==> config.mk <==
export PLATFORM = sky130hd
export DESIGN_NAME = instr_encoder
export DESIGN_NICKNAME = d
export VERILOG_FILES = /design/src/rtl/instr_encoder.sv
export SDC_FILE = /design/constraint.sdc
export NUM_CORES = 1
export LEC_CHECK = 0
export ABC_AREA = 1
export CORE_UTILIZATION = 42
export CTS_CLUSTER_SIZE = 12
export DETAILED_ROUTE_END_ITERATION = 12
export GPL_TIMING_DRIVEN = 1
export PLACE_DENSITY = 0.82
export SYNTH_ARGS = -nofsm -noshare
export SYNTH_HDL_FRONTEND = slang
export SYNTH_SLANG_ARGS = --single-unit
==> constraint.sdc <==
create_clock -name clk -period 1.4 [get_ports clk]
set_input_delay 0.21 -clock clk [delete_from_list [all_inputs] [get_ports clk]]
set_output_delay 0.21 -clock clk [all_outputs]
set_load 0.02 [all_outputs]
==> src/rtl/instr_encoder.sv <==
// RV32I field-to-word encoder with a single registered output stage and a byte-address counter.
// Optional macro IMM_CHECK_EN: drop and flag immediates that do not fit their instruction format.
module instr_encoder #(
   parameter int                    ADDR_WIDTH = 10,
   parameter logic [ADDR_WIDTH-1:0] BASE_ADDR  = '0
) (
   input  logic                  clk,
   input  logic                  rst,
   input  logic                  restart,
   input  logic                  in_valid,
   output logic                  in_ready,
   input  logic [3:0]            in_type,
   input  logic [4:0]            in_rd,
   input  logic [4:0]            in_rs1,
   input  logic [4:0]            in_rs2,
   input  logic [2:0]            in_funct3,
   input  logic [6:0]            in_funct7,
   input  logic [31:0]           in_imm,
   output logic                  out_valid,
   input  logic                  out_ready,
   output logic [31:0]           out_instr,
   output logic [ADDR_WIDTH-1:0] out_addr,
   output logic                  err_illegal,
   output logic                  err_imm
);

   localparam logic [3:0] T_R = 4'd0, T_LW = 4'd1, T_ADDI = 4'd2, T_JALR = 4'd3, T_S = 4'd4,
                          T_SB = 4'd5, T_AUIPC = 4'd6, T_LUI = 4'd7, T_UJ = 4'd8;

   logic [31:0] enc;
   logic        legal;
   logic        imm_ok;
   logic        accept;
   logic        out_hs;

   assign in_ready = !restart && (!out_valid || out_ready);
   assign accept   = in_valid && in_ready;
   assign out_hs   = out_valid && out_ready;

`ifdef IMM_CHECK_EN
   logic i12_ok, b13_ok, j21_ok, u_ok;
   assign i12_ok = (in_imm[31:11] == {21{in_imm[11]}});
   assign b13_ok = (in_imm[31:12] == {20{in_imm[12]}}) && !in_imm[0];
   assign j21_ok = (in_imm[31:20] == {12{in_imm[20]}}) && !in_imm[0];
   assign u_ok   = (in_imm[11:0] == 12'd0);
`endif

   always_comb begin
      enc    = '0;
      legal  = 1'b1;
      imm_ok = 1'b1;
      case (in_type)
         T_R:     enc = {in_funct7, in_rs2, in_rs1, in_funct3, in_rd, 7'h33};
         T_LW:    enc = {in_imm[11:0], in_rs1, in_funct3, in_rd, 7'h03};
         T_ADDI:  enc = {in_imm[11:0], in_rs1, in_funct3, in_rd, 7'h13};
         T_JALR:  enc = {in_imm[11:0], in_rs1, 3'b000, in_rd, 7'h67};
         T_S:     enc = {in_imm[11:5], in_rs2, in_rs1, in_funct3, in_imm[4:0], 7'h23};
         T_SB:    enc = {in_imm[12], in_imm[10:5], in_rs2, in_rs1, in_funct3,
                         in_imm[4:1], in_imm[11], 7'h63};
         T_AUIPC: enc = {in_imm[31:12], in_rd, 7'h17};
         T_LUI:   enc = {in_imm[31:12], in_rd, 7'h37};
         T_UJ:    enc = {in_imm[20], in_imm[10:1], in_imm[11], in_imm[19:12], in_rd, 7'h6F};
         default: legal = 1'b0;
      endcase
`ifdef IMM_CHECK_EN
      case (in_type)
         T_LW, T_ADDI, T_JALR, T_S: imm_ok = i12_ok;
         T_SB:                      imm_ok = b13_ok;
         T_AUIPC, T_LUI:            imm_ok = u_ok;
         T_UJ:                      imm_ok = j21_ok;
         default:                   imm_ok = 1'b1;
      endcase
`endif
   end

   always_ff @(posedge clk or posedge rst) begin
      if (rst) begin
         out_valid   <= 1'b0;
         out_instr   <= '0;
         out_addr    <= BASE_ADDR;
         err_illegal <= 1'b0;
      end else if (restart) begin
         out_valid   <= 1'b0;
         out_addr    <= BASE_ADDR;
         err_illegal <= 1'b0;
      end else begin
         // address tracks the held word: it moves on as soon as the current word leaves
         if (out_hs)
            out_addr <= out_addr + ADDR_WIDTH'(4);
         if (accept && legal && imm_ok) begin
            out_valid <= 1'b1;
            out_instr <= enc;
         end else if (out_hs) begin
            out_valid <= 1'b0;
         end
         if (accept && !legal)
            err_illegal <= 1'b1;
      end
   end

`ifdef IMM_CHECK_EN
   always_ff @(posedge clk or posedge rst) begin
      if (rst)
         err_imm <= 1'b0;
      else if (restart)
         err_imm <= 1'b0;
      else if (accept && legal && !imm_ok)
         err_imm <= 1'b1;
   end
`else
   assign err_imm = 1'b0;
`endif

endmodule

==> impl_metrics.csv <==
group,metric,value,unit
run_status,status,"finished clean",
global_route,busiest_layer,"met2",
cts,cts_buffer_depth,2,
sta,whs,0.266,ns
sta,setup_violations,0,
sta,min_period_over_period,96.2,%
power_and_ir_drop,peakVddDrop,486,uV
global_route,grt_usage,23.2,%
route,vias,2620,
setup_path,arrival,1.14,ns
logic_synthesis,synthTopCellsByArea,"dfrtp_1 (43%), nand2_1 (18%), nor2_1 (12%)",
global_route,grt_util_met3,5.53,%
sta,finalMaxSlewViolations,0,
logic_synthesis,synthArstFlopShare,100,%
sta,hold_viol,0,
setup_path,crit_type,"flip-flop to output pin",
die,die_area,6040,sq um
cells_and_area,drive_above_1_share,14.5,%
place,gp_congestion,0.801,
place,place.detailed.hpwl,5.17,mm
cells_and_area,finalInstanceArea,3860,sq um
route,drtAntennaViolNets,0,
job,cap_violations,0,
route,drtIter0Drc,86,
logic_synthesis,ys.flop_type,"dfrtp_1",
cts,cts_hold_buffers,0,
sta,setup_tns,0,ns
cts,clock-root-buffer,"clkbuf_8",
die,placementRows,27,
setup_path,path_cells,"buf_4 -> dlygate4sd2_1",
route,drt-pass1-iter-count,4,
die,initial_utilization,43.7,%
place,dpl_cell_area,3710,sq um
sta,fmax,743,MHz
route,drc_errors,0,
logic_synthesis,synth_seq_cells,41,
global_route,grt_pass1_vias,2514,
logic_synthesis,yosysTopAreaCellShare,42.6,%
logic_synthesis,yosysUniqueCellTypes,24,
global_route,use_met1,28.1,%
global_route,grt.met2_usage,40.9,%
cts,insertion_delay,0.29,ns
logic_synthesis,synth_edf_count,0,
cts,cts_tree,"built",
route,viasPerCell,4.68,
logic_synthesis,synth_seq_area_share,42.6,%
die,die_w,77.7,um
setup_path,required,1.19,ns
setup_path,cpMaxStageDelayCell,"dfrtp_1",
global_route,grt_pass1_wl,11.1,mm
global_route,grt_max_degree,42,
power_and_ir_drop,p_leak,2.00,nW
logic_synthesis,synth.most_common_cell,"nand2_1",
global_route,antenna_found_initial,0,
setup_path,cp_slowest_stage_delay,0.40,ns
cts,clk_pin_slew_worst_paths,0.08,ns
setup_path,startpoint_type,"flip-flop",
logic_synthesis,yosys.area.top_type,"dfrtp_1",
cts,htreeDepth,2,
route,drt-total-wl,6.77,mm
die,die_h,77.7,um
place,io_buffers,108,
cts,cts_buffers,5,
logic_synthesis,syn_inst,353,
die,ioPinCount,112,
logic_synthesis,syn_avg_cell_area,6.82,sq um
sta,period_minus_slack,1.35,ns
logic_synthesis,synthTopCellsByCount,"nand2_1 (114), nor2_1 (75), dfrtp_1 (41)",
logic_synthesis,syn_area,2410,sq um
hold_path,hp-class,"primary input to async pin",
logic_synthesis,yosys_warnings,0,
cts,cts_sinks,41,
power_and_ir_drop,p_per_area,875,nW/um^2
cells_and_area,synthToLayoutAreaGrowth,60.5,%
die,core_area,5510,sq um
cells_and_area,final_nets,554,
route,post_drt_wl_per_cell,12.1,um
sta,clock_skew,0.00361,ns
setup_path,critical_path.max_fanout,2,
global_route,grt.overflow.total,0,
sta,rsz0062_at_grt,"true",
cells_and_area,antenna_cells,0,
power_and_ir_drop,total_power,0.00338,W
setup_path,crit_path_end_kind,"output pin",
-- state kept, by name, indices dropped and copies added (netlist names) --
register / count
err_illegal: 1
out_addr: 8
out_instr: 31
out_valid: 1
-- layout by cell type (no fill, tap or decap), types with 6 or more instances in the layout --
master	count
clkdlybuf4s50_1	62
dlygate4sd2_1	42
nor2_1	69
dfrtp_1	41
nand2_1	112
inv_2	6
o21ai_0	10
buf_4	28
nand2_2	9
inv_1	21
a21oi_1	12
nand3_1	31
-- power breakdown --
group	total [W]	internal [W]	switching [W]
combinational	0.00118	0.000539	0.000640
sequential	0.00145	0.00136	0.0000968
clock	0.000747	0.000346	0.000401
total	0.00338	0.00224	0.00114
-- layout make-up --
cell class,count,area [sq um]
repair buffers,141,1340
well taps,72,90.1
fillers,475,1650
multi-input cells,270,1220
clock inverters,2,10.0
inverters,28,108
clock buffers,6,72.6
flip-flops and latches,41,1030
-- timing repair --
| action | CTS | global route |
|---|---|---|
| gates cloned | 0 | 1 |
| pin swaps | 0 | 4 |
| gates resized for setup | 49 | 19 |
| endpoints found under the setup margin | 49 | 27 |
| setup buffers | 0 | 2 |
-- through the flow --
step	cells	util, %	setup WS (ns)
after global routing	560	70.1	-0.0187
after CTS	557	68.1	0.00138
after global placement	549	67.5	-0.299
final	560	70.1	0.0533
after detailed placement	549	67.5	-0.352
after floorplan	355	-	0.151
-- metal layers --
metal  wire [um]  share of wire, %
met5           0                 0
met4          50              0.74
met3         423               6.3
met2        3440                51
met1        2860                42
-- worst paths after layout --
path,startpoint,endpoint,slack [ns],depth (start not counted)
min reg2reg,out_instr[14],out_instr[14],0.49,2
max in group asynchronous,rst,out_instr[19],0.94,3
max,out_valid,out_valid,0.05,2
min in group clk,out_ready,out_valid,0.38,5
min,rst,out_addr[2],0.27,3
max reg2reg,out_valid,out_instr[17],0.12,9
-- kinds of logic (layout without fill, tap and decap cells) --
| kind of cell | count (synthesis) | after routing | share of synthesized area (%) |
|---|---|---|---|
| buf+inv | 44 | 177 | 9.36 |
| fa+ha+maj | 1 | 1 | 0.520 |
| compound gates | 30 | 30 | 6.97 |
| simple gates | 236 | 236 | 40.4 |
| other cells | 1 | 3 | 0.156 |
| flops | 41 | 41 | 42.6 |
-- critical path: cells and delay by family (launching register included) --
kind	cells	cell delay, ns
flops	1	0.40
buf+inv	2	0.45
(Power assumes the default switching activity.)
